--- config.mk ---
export PLATFORM = sky130hd
export DESIGN_NAME = lsu_prefetch_gen
export DESIGN_NICKNAME = d
export VERILOG_FILES = /design/src/rtl/lsu_prefetch_gen.sv
export SDC_FILE = /design/constraint.sdc
export NUM_CORES = 1
export LEC_CHECK = 0
export CAP_MARGIN = 20
export CELL_PAD_IN_SITES_DETAIL_PLACEMENT = 0
export CELL_PAD_IN_SITES_GLOBAL_PLACEMENT = 2
export CORE_MARGIN = 4
export CORE_UTILIZATION = 32
export CTS_BUF_LIST = sky130_fd_sc_hd__clkbuf_4
export DETAILED_ROUTE_END_ITERATION = 10
export PLACE_DENSITY = 0.94
export SYNTH_ARGS = -nofsm -noshare
export SYNTH_HDL_FRONTEND = slang
export SYNTH_SLANG_ARGS = --single-unit
--- constraint.sdc ---
create_clock -name clk -period 4.5 [get_ports clk]
set_input_delay 0.675 -clock clk [delete_from_list [all_inputs] [get_ports clk]]
set_output_delay 0.675 -clock clk [all_outputs]
set_load 0.02 [all_outputs]
--- src/rtl/lsu_prefetch_gen.sv ---
// LSU request stage that forwards dispatch requests and follows each demand load
// with PF_LINES next-line prefetches. Optional feature macro: LSU_PF_DROP_EN.
module lsu_prefetch_gen #(
    parameter int LINE_SIZE     = 64,
    parameter int PF_LINES      = 2,
    parameter int NUM_THREADS   = 4,
    parameter int NW_BITS       = 2,
    parameter int INST_LSU_BITS = 4,
    parameter int NR_BITS       = 5
) (
    input  logic                       clk,
    input  logic                       reset,

    input  logic                       in_valid,
    output logic                       in_ready,
    input  logic [NW_BITS-1:0]         in_wid,
    input  logic [NUM_THREADS-1:0]     in_tmask,
    input  logic [31:0]                in_PC,
    input  logic [INST_LSU_BITS-1:0]   in_op_type,
    input  logic                       in_is_fence,
    input  logic [NUM_THREADS*32-1:0]  in_store_data,
    input  logic [NUM_THREADS*32-1:0]  in_base_addr,
    input  logic [31:0]                in_offset,
    input  logic [NR_BITS-1:0]         in_rd,
    input  logic                       in_wb,
    input  logic                       in_is_prefetch,

    output logic                       out_valid,
    input  logic                       out_ready,
    output logic [NW_BITS-1:0]         out_wid,
    output logic [NUM_THREADS-1:0]     out_tmask,
    output logic [31:0]                out_PC,
    output logic [INST_LSU_BITS-1:0]   out_op_type,
    output logic                       out_is_fence,
    output logic [NUM_THREADS*32-1:0]  out_store_data,
    output logic [NUM_THREADS*32-1:0]  out_base_addr,
    output logic [31:0]                out_offset,
    output logic [NR_BITS-1:0]         out_rd,
    output logic                       out_wb,
    output logic                       out_is_prefetch,

    output logic [15:0]                pf_count
);

    localparam int          LINE_SHIFT = $clog2(LINE_SIZE);
    localparam logic [31:0] LINE_MASK  = ~(32'(LINE_SIZE) - 32'd1);
    localparam logic [2:0]  K_LAST     = 3'(PF_LINES);

    localparam logic [0:0] S_IDLE = 1'b0;
    localparam logic [0:0] S_PF   = 1'b1;

    logic [0:0]                 state;
    logic [2:0]                 k;
    logic [NW_BITS-1:0]         lat_wid;
    logic [NUM_THREADS-1:0]     lat_tmask;
    logic [31:0]                lat_pc;
    logic [INST_LSU_BITS-1:0]   lat_op_type;
    logic [NUM_THREADS*32-1:0]  lat_line;

    logic                       load_en;
    logic                       in_fire;
    logic                       is_demand;
    logic                       out_fire;
    logic [31:0]                k_step;
    logic [NUM_THREADS*32-1:0]  line_base;
    logic [NUM_THREADS*32-1:0]  pf_base;

    assign load_en   = ~out_valid | out_ready;
    assign out_fire  = out_valid & out_ready;
    assign is_demand = in_valid & ~in_is_fence & ~in_is_prefetch & ~in_op_type[INST_LSU_BITS-1];

`ifdef LSU_PF_DROP_EN
    // A new request may cut the prefetch burst short; only the register contents survive.
    assign in_ready = load_en;
`else
    assign in_ready = (state == S_IDLE) & load_en;
`endif

    assign in_fire = in_valid & in_ready;
    assign k_step  = 32'(k) << LINE_SHIFT;

    always_comb begin
        line_base = '0;
        pf_base   = '0;
        for (int i = 0; i < NUM_THREADS; i++) begin
            line_base[i*32 +: 32] = (in_base_addr[i*32 +: 32] + in_offset) & LINE_MASK;
            pf_base[i*32 +: 32]   = lat_line[i*32 +: 32] + k_step;
        end
    end

    // Output register and issue FSM: an accepted request always wins over a pending prefetch.
    always_ff @(posedge clk or negedge reset) begin
        if (!reset) begin
            state           <= S_IDLE;
            k               <= '0;
            lat_wid         <= '0;
            lat_tmask       <= '0;
            lat_pc          <= '0;
            lat_op_type     <= '0;
            lat_line        <= '0;
            out_valid       <= 1'b0;
            out_wid         <= '0;
            out_tmask       <= '0;
            out_PC          <= '0;
            out_op_type     <= '0;
            out_is_fence    <= 1'b0;
            out_store_data  <= '0;
            out_base_addr   <= '0;
            out_offset      <= '0;
            out_rd          <= '0;
            out_wb          <= 1'b0;
            out_is_prefetch <= 1'b0;
        end else if (in_fire) begin
            out_valid       <= 1'b1;
            out_wid         <= in_wid;
            out_tmask       <= in_tmask;
            out_PC          <= in_PC;
            out_op_type     <= in_op_type;
            out_is_fence    <= in_is_fence;
            out_store_data  <= in_store_data;
            out_base_addr   <= in_base_addr;
            out_offset      <= in_offset;
            out_rd          <= in_rd;
            out_wb          <= in_wb;
            out_is_prefetch <= in_is_prefetch;
            if (is_demand) begin
                state       <= S_PF;
                k           <= 3'd1;
                lat_wid     <= in_wid;
                lat_tmask   <= in_tmask;
                lat_pc      <= in_PC;
                lat_op_type <= in_op_type;
                lat_line    <= line_base;
            end else begin
                state <= S_IDLE;
                k     <= '0;
            end
        end else if ((state == S_PF) && load_en) begin
            out_valid       <= 1'b1;
            out_wid         <= lat_wid;
            out_tmask       <= lat_tmask;
            out_PC          <= lat_pc;
            out_op_type     <= lat_op_type;
            out_is_fence    <= 1'b0;
            out_store_data  <= '0;
            out_base_addr   <= pf_base;
            out_offset      <= '0;
            out_rd          <= '0;
            out_wb          <= 1'b0;
            out_is_prefetch <= 1'b1;
            if (k == K_LAST) begin
                state <= S_IDLE;
                k     <= '0;
            end else begin
                k <= k + 3'd1;
            end
        end else if (out_fire) begin
            out_valid <= 1'b0;
        end
    end

    always_ff @(posedge clk or negedge reset) begin
        if (!reset) begin
            pf_count <= '0;
        end else if (out_fire && out_is_prefetch && (pf_count != 16'hFFFF)) begin
            pf_count <= pf_count + 16'd1;
        end
    end

endmodule

Word level (Yosys, flattened, before mapping)
Cells that the tools add are included.
- flip-flop bits (word level): 505
- input bits: 342
- output and inout port bits: 356
- logic and storage cells: 84
- add/subtract/negate cells: 10
- equality and inequality tests: 2
- mux-type cells: 32
- bitwise operators: 12
- reductions and logical operators: 8
- operator list (operator ; number):
    128-bit 2-to-1 mux ; 4
    32-bit adder ; 4
    32-bit by 9-bit adder with 32-bit output ; 4
    32-bit 2-to-1 mux ; 4
    16-bit by 1-bit adder with 16-bit output, second input constant ; 1
    4-bit 2-to-1 mux ; 4
    16-bit inequality test, second input constant ; 1
    1-bit 2-to-1 mux ; 13
    5-bit 2-to-1 mux ; 2
    3-bit 2-to-1 mux ; 3
    1-bit AND ; 6
    1-bit NOT ; 5
    2-bit 2-to-1 mux ; 2
    2-bit AND reduction ; 2
    2-bit nonzero test ; 2
    3-bit by 1-bit adder with 3-bit output, second input constant ; 1
    3-bit by 2-bit == test with 1-bit output, second input constant ; 1
    1-bit logical AND ; 3
    3-bit nonzero test ; 1
    1-bit OR ; 1

Longest topological paths before layout
Gate-level depths: netlist (run 1).
- depth after elaboration: 6
- depth in mapped cells: 12
- depth with buffers taken out: 11

Least setup slack after synthesis (run 1)
Ideal clock, no wire load.
- kind: input to register
- from: input in_base_addr[6]
- to: register lat_line[28]
- arrival time: 2632 ps
- required time: 4372 ps
- slack: 1740 ps
- cell stages on the path: 10
- buffers on the path: 0
- path through: ha_1 > a21oi_1 > o21ai_1 > o2111ai_2 > a31o_2 > o221ai_4 > a221oi_4 > o21a_2 > mux2i_1 > nand3_1
- cells in the longest elaborated chain, start to end: 1
- RTL lines (element ; line ; RTL):
    start: declaration ; 22 ; input logic [NUM_THREADS*32-1:0] in_base_addr,
    32-bit adder ; 86 ; line_base[i*32 +: 32] = (in_base_addr[i*32 +: 32] + in_offset) & LINE_MASK;
    end signal: assignment ; 133 ; lat_line <= line_base;
    end: declaration ; 58 ; logic [NUM_THREADS*32-1:0] lat_line;
No other way between the ends.
A chain may end at the register's enable or synchronous reset.

Worst setup path after layout (run 1)
- from: register out_valid
- to: output in_ready
- cells in the longest elaborated chain, start to end: 3
- RTL lines (element ; line ; RTL):
    start: declaration ; 28 ; output logic out_valid,
    start signal: assignment ; 101 ; out_valid <= 1'b0;
    start signal: assignment ; 114 ; out_valid <= 1'b1;
    start signal: assignment ; 139 ; out_valid <= 1'b1;
    1-bit NOT ; 68 ; assign load_en = ~out_valid | out_ready;
    1-bit OR ; 68 ;
    1-bit AND ; 76 ; assign in_ready = (state == S_IDLE) & load_en;
    end: declaration ; 15 ; output logic in_ready,
No other way between the ends.

==> results of run 1 <==
[layer usage]
layer	share of wire, %	vias up	track usage [%]
met5	0.086	-	0
met4	2.9	14	8.82
met3	7.5	203	7.29
met2	47	815	38.1
met1	43	11956	31.4
li1	-	11784	-
[logic make-up after synthesis]
kind of cell,after synthesis,share of synthesized area [%]
XOR/XNOR,195,6.43
buffers and inverters,194,2.90
multiplexers,2,0.0754
AO/OA/AOI/OAI,605,15.1
adder cells (fa/ha/maj),137,6.57
AND/OR/NAND/NOR,1307,21.3
flip-flops,505,47.6
[synth_stat cells, types with 4 or more instances]
cell / instances / share of area (%)
nand2_1: 807 / 11
dfrtp_1: 505 / 48
nand3_1: 258 / 4.9
o21ai_0: 185 / 3.5
a22oi_1: 137 / 3.9
ha_1: 133 / 6.3
clkbuf_1: 124 / 1.8
xor2_1: 113 / 3.7
a21oi_1: 92 / 1.7
nor2_1: 83 / 1.2
xnor2_1: 82 / 2.7
a21o_1: 49 / 1.4
inv_1: 35 / 0.49
nand4_1: 31 / 0.73
o21ai_1: 29 / 0.55
and3_1: 26 / 0.61
nor3_1: 24 / 0.45
buf_2: 19 / 0.36
nor2b_1: 17 / 0.40
o31ai_1: 13 / 0.37
buf_1: 12 / 0.17
nand2b_1: 12 / 0.28
o21bai_1: 10 / 0.28
a31oi_1: 9 / 0.21
a211oi_1: 8 / 0.23
a221o_1: 8 / 0.30
o21a_1: 8 / 0.23
and4_1: 7 / 0.23
and2_1: 6 / 0.14
nor3b_1: 6 / 0.17
or2_2: 6 / 0.14
a21oi_2: 5 / 0.16
o211ai_1: 5 / 0.14
a211oi_2: 4 / 0.19
fa_1: 4 / 0.30
nor4_1: 4 / 0.094
o31ai_2: 4 / 0.19
or3_1: 4 / 0.094
[cells in the final DEF (no fill, tap or decap), types with 5 or more instances in the layout]
cell type,n
nand3_1,258
o211ai_1,5
o21ai_0,185
clkbuf_4,214
a221o_1,8
nand2b_1,12
or2_2,6
and4_1,7
xor2_1,113
buf_4,30
nor3b_1,6
diode_2,19
buf_12,13
inv_1,35
a31oi_1,9
o31ai_1,13
nand2_1,806
nand4_1,31
dfrtp_1,505
a21o_1,49
o21ai_1,29
o21a_1,8
a21oi_1,92
o21bai_1,10
xnor2_1,82
a21oi_2,5
a22oi_1,137
clkdlybuf4s50_1,696
nor2b_1,17
and3_1,26
a211oi_1,8
nor3_1,24
nor2_1,82
ha_1,133
clkinv_1,26
[critical path, delay by kind of cell (launching register included)]
family	cells	cell delay (ns)
simple gates	2	0.69
buf+inv	1	0.66
flops	1	0.41
[layout make-up]
cell class              count  area share, %
clock inverters            42          0.686
clock buffers             214           4.38
flip-flops and latches    505           34.5
diodes                     19          0.130
multi-input cells        2246           35.9
repair buffers            741           20.4
well taps                1070           3.65
inverters                  35          0.358
[metrics by stage]
step	utilization, %	total power [uW]	instance area [um2]	hold WS, ns
3_3_place_gp	42.3	18000	34800	0.458
5_1_grt	44.6	24000	36700	0.130
4_1_cts	44.6	22800	36600	0.0695
2_1_floorplan	-	13000	26500	0.379
3_5_place_dp	42.3	18100	34800	0.462
6_report	44.7	22500	36700	0.229
[power groups by stage]
stage,registers (uW),logic (uW),clock network [uW]
3_3_place_gp,7970,10100,0
3_5_place_dp,8020,10100,0
6_report,7980,10100,4470
5_1_grt,8230,10900,4910
4_1_cts,7980,10200,4650
2_1_floorplan,9390,3570,0
[worst max path at each step]
stage / endpoint / cells past startpoint / slack, ns
2_1_floorplan: lat_line[28] / 10 / 1.74
3_3_place_gp: lat_line[114] / 11 / 0.61
3_5_place_dp: lat_line[114] / 11 / 0.58
4_1_cts: in_ready / 3 / 0.95
5_1_grt: in_ready / 3 / 0.92
6_report: in_ready / 3 / 1.11
[sequential cells by signal, summed over array words and instances, names as in the netlist, 2 cells and up]
name / cells
k: 3
lat_wid: 2
lat_line: 104
pf_count: 16
out_rd: 5
out_store_data: 128
out_offset: 32
out_base_addr: 128
lat_op_type: 4
out_tmask: 4
lat_pc: 32
out_wid: 2
out_op_type: 4
lat_tmask: 4
out_PC: 32
==> impl_metrics.env, run 1 <==
export IMPL_peakVddDrop_v=0.000305
export IMPL_worstSkewPairLatency_ns=0.97
export IMPL_synthesis_nets=3424
export IMPL_power_frac_clock_pct=19.9
export IMPL_tritoncts="done"
export IMPL_place_ws_ns=0.577
export IMPL_netlist_instances=2945
export IMPL_hold_viol=0
export IMPL_status="finished, final reports clean"
export IMPL_postCtsHoldBufs=1
export IMPL_yosys_warnings=0
export IMPL_avgSynthCellArea_um2=9.01
export IMPL_initial_utilization_pct=32.3
export IMPL_syn2layout_area_growth_pct=38.1
export IMPL_setup_slack_ns=1.11
export IMPL_post_drt_via_cell_ratio=5.08
export IMPL_io_buffers=697
export IMPL_cts_buffer_depth=3
export IMPL_post_cts_resized=0
export IMPL_drv_slew=0
export IMPL_clock_sinks=505
export IMPL_hold_depth=3
export IMPL_pwr_share_seq_pct=35.5
export IMPL_max_freq_mhz=295
export IMPL_combPwrFrac_pct=44.7
export IMPL_syn_area_um2=26500
export IMPL_post_drt_wl_per_cell_um=22.5
export IMPL_die_width_um=296
export IMPL_r2r_slack_ns=1.16
export IMPL_synth_seq_cells=505
export IMPL_hold_start="in_store_data[115]"
export IMPL_crit_type="flip-flop to output pin"
export IMPL_num_vias=24772
export IMPL_startpoint="out_valid"
export IMPL_place_congestion=0.882
export IMPL_r2r_end="out_base_addr[58]"
export IMPL_swShare_pct=41.7
export IMPL_grtUsageTotal_pct=24.1
export IMPL_cap_violations=0
export IMPL_grt_pass1_vias=24754
export IMPL_cp_slowest_stage_delay_ns=0.66
export IMPL_fin_skew_ns=0.0713
export IMPL_p_leak_uw=0.0169
export IMPL_core_um2=82100
export IMPL_antenna_found_initial=21
export IMPL_overflow=0
export IMPL_place_hpwl_um=80600
export IMPL_dp_cells=4596
export IMPL_crit_path_end_kind="output pin"
export IMPL_fillers=8093
export IMPL_arrival_ns=2.71
export IMPL_seq_area_um2=12600
export IMPL_drive_gt1_share_pct=8.70
export IMPL_cp_required_ns=3.83
export IMPL_postCtsSetupBuffers=0
export IMPL_fin_crit_sh_pct=75.3
export IMPL_crit_reg2reg_launch="k[1]"
export IMPL_intPower_uw=13100
export IMPL_fin_setup_tns_ns=0
export IMPL_drc=0
export IMPL_ys_async_sr_fraction_pct=100
export IMPL_drtAntennaViolNets=0
export IMPL_clock_tree_root_cell="clkbuf_4"
export IMPL_grt_setup_unrepaired="no"
export IMPL_worst_path_max_delay_cell="clkdlybuf4s50_1"
export IMPL_ys_flop_type="dfrtp_1"
export IMPL_period_needed_ns=3.39
export IMPL_grt_max_degree=197
export IMPL_finalSetupViolCount=0
export IMPL_dieArea_um2=87600
export IMPL_worst_slew_pin_slew_ns=1.10
export IMPL_cts_max_level=4
export IMPL_multi_input_area_um2=13200
export IMPL_cts_made_buffers=151
export IMPL_hold_end="out_store_data[115]"
export IMPL_synth_edff_count=0
export IMPL_ys_types=79
export IMPL_drt_wl_total_um=109000
export IMPL_p_switching_uw=9400
export IMPL_rr_worst_depth=9
export IMPL_crit_chain="nand2b_1, and2b_2, clkdlybuf4s50_1"
export IMPL_die_h_um=296
export IMPL_finalNonFillerCells=4872
export IMPL_path_max_fanout=4
export IMPL_ioPinCount=698
export IMPL_rows=105
export IMPL_dr_first_iter_drc_count=1498
export IMPL_hold_path_class="input port to flip-flop"
export IMPL_ys_seq_area_share_pct=47.6
export IMPL_nets=4159
export IMPL_slew_headroom_pct=26.8
export IMPL_cp_start_kind="flip-flop"
export IMPL_grt_pass1_wl_um=160000
export IMPL_power_density_nw_per_um2=614
export IMPL_first_pass_iters=6
export IMPL_clk_pin_slew_ns=0.06
(Power assumes the default switching activity.)
==> inputs of run 2 (changes only) <==
- CORE_UTILIZATION: 32 -> 27
- PLACE_DENSITY: 0.94 -> 0.86
- clock period: 4.5 -> 2.81 ns (I/O delays scaled with it)
==> run 2 against run 1 <==
  * Combinational power increased by 69%
  * Clock power increased by 68%
  * Cell count increased by 16%
  * Hold slack got worse by 0.093 ns
  * Sequential share of layout area decreased by 4.8 points
  * Highest routed layer unchanged
  * Sequential power increased by 60%
==> impl_metrics.env, run 2 (same netlist as run 1, synthesis figures left out) <==
export IMPL_tritoncts="done"
export IMPL_startpoint="in_offset[16]"
export IMPL_crit_reg2reg_launch="k[1]"
export IMPL_cts_max_level=4
export IMPL_cp_slowest_stage_delay_ns=0.54
export IMPL_p_switching_uw=15400
export IMPL_hold_path_class="input port to flip-flop"
export IMPL_finalPower_uw=37500
export IMPL_grt_pass1_wl_um=171000
export IMPL_cts_made_buffers=157
export IMPL_r2r_end="out_base_addr[24]"
export IMPL_crit_path_end_kind="flip-flop"
export IMPL_path_max_fanout=4
export IMPL_clk_pin_slew_ns=0.06
export IMPL_die_width_um=322
export IMPL_rows=114
export IMPL_power_frac_clock_pct=20.0
export IMPL_crit_type="input port to flip-flop"
export IMPL_syn2layout_area_growth_pct=60.6
export IMPL_dp_cells=5116
export IMPL_seq_area_um2=12600
export IMPL_peakVddDrop_v=0.000479
export IMPL_hold_end="out_base_addr[49]"
export IMPL_post_drt_via_cell_ratio=4.76
export IMPL_period_needed_ns=2.76
export IMPL_fillers=9485
export IMPL_grt_max_degree=149
export IMPL_grtUsageTotal_pct=21.8
export IMPL_r2r_slack_ns=0.21
export IMPL_swShare_pct=41.0
export IMPL_rr_worst_depth=9
export IMPL_drv_slew=0
export IMPL_final_common_cell="nand2_1"
export IMPL_hold_viol=0
export IMPL_final_cell_mix="806 x nand2_1, 694 x clkdlybuf4s50_1, 503 x dfrtp_1"
export IMPL_pwr_share_seq_pct=34.2
export IMPL_drtAntennaViolNets=0
export IMPL_cp_start_kind="input port"
export IMPL_cts_buffer_depth=3
export IMPL_worst_path_max_delay_cell="dlygate4sd3_1"
export IMPL_dieArea_um2=103000
export IMPL_cap_violations=0
export IMPL_arrival_ns=3.64
export IMPL_drt_wl_total_um=116000
export IMPL_num_vias=26986
export IMPL_core_um2=97100
export IMPL_clock_tree_root_cell="clkbuf_4"
export IMPL_dr_first_iter_drc_count=1663
export IMPL_finalSetupViolCount=0
export IMPL_drc=0
export IMPL_combPwrFrac_pct=45.7
export IMPL_ioPinCount=698
export IMPL_fin_crit_sh_pct=98.2
export IMPL_place_hpwl_um=86300
export IMPL_status="finished, final reports clean"
export IMPL_intPower_uw=22100
export IMPL_grt_pass1_vias=27259
export IMPL_grt_setup_unrepaired="no"
export IMPL_hold_start="in_base_addr[49]"
export IMPL_max_freq_mhz=362
export IMPL_overflow=0
export IMPL_post_drt_wl_per_cell_um=20.5
export IMPL_crit_chain="dlygate4sd3_1, clkdlybuf4s50_1, buf_12, ha_1, a21o_1, o21ai_0, a21oi_1, or3_1, o211ai_2, nand2_1, a31o_2, xnor2_1, o21ai_1"
export IMPL_fin_util_pct=43.9
export IMPL_drive_gt1_share_pct=15.3
export IMPL_worst_slew_pin_slew_ns=0.863
export IMPL_initial_utilization_pct=27.3
export IMPL_first_pass_iters=5
export IMPL_whs_ns=0.136
export IMPL_die_h_um=322
export IMPL_worstSkewPairLatency_ns=1.05
export IMPL_slew_headroom_pct=42.4
export IMPL_finalNonFillerCells=5674
export IMPL_place_congestion=0.869
export IMPL_cp_required_ns=3.69
export IMPL_fin_setup_tns_ns=0
export IMPL_reg_top3="out_base_addr: 128 flops, out_store_data: 128 flops, lat_line: 104 flops"
export IMPL_hold_depth=3
export IMPL_power_density_nw_per_um2=879
export IMPL_nets=4749
export IMPL_multi_input_area_um2=13200
export IMPL_fin_skew_ns=0.0574
export IMPL_clock_sinks=505
export IMPL_io_buffers=697
export IMPL_antenna_found_initial=19
export IMPL_p_leak_uw=0.0198
## run 2: worst max-delay path by stage
stage	cells after the start	to
after floorplan	10	lat_line[28]
after global placement	12	lat_line[60]
after detailed placement	12	lat_line[60]
after CTS	1	out_offset[3]
after global routing	13	lat_line[121]
final	13	lat_line[122]
## run 2: repair_timing
item / CTS / global route
hold endpoints to repair: 813 / 0
endpoints found under the setup margin: 5 / 14
setup buffers: 0 / 1
hold buffers: 270 / 0
pin swaps: 0 / 3
gates resized for setup: 4 / 12
## run 2: worst max-delay path: cells and delay by family
| kind | cells | cell delay (ns) |
|---|---|---|
| xor+xnor | 1 | 0.14 |
| buf+inv | 3 | 1.18 |
| simple gates | 2 | 0.53 |
| fa+ha+maj | 1 | 0.31 |
| compound gates | 6 | 1.06 |
## run 2: area by class of cell
class	instances	share of cell area, %
diodes	12	0.0704
clock buffers	229	4.03
clock inverters	46	0.619
inverters	35	0.317
multi-input cells	2246	31.0
flip-flops and latches	505	29.6
well taps	1276	3.74
repair buffers	1325	30.5
## run 2: stage by stage
step                worst slack, ns  cell area, um2
floorplan                     0.304           26500
global placement             -0.704           37800
detailed placement           -0.691           37800
CTS                         0.00515           42600
global route                0.00153           42600
finish                       0.0511           42600
## run 2: power groups by stage
stage	registers [uW]	clock network, uW	logic (uW)
after floorplan	15000	0	5720
after global placement	12800	0	16800
after detailed placement	12900	0	16900
after CTS	12800	7830	17300
after global routing	13200	8250	18500
final	12800	7510	17100
## run 2: metal layers
layer / global-route usage (%) / up-vias / wire [um]
li1: - / 12974 / -
met1: 27.7 / 12983 / 50100
met2: 35.7 / 809 / 55000
met3: 5.71 / 214 / 7310
met4: 8.33 / 6 / 3930
met5: 0 / - / 32
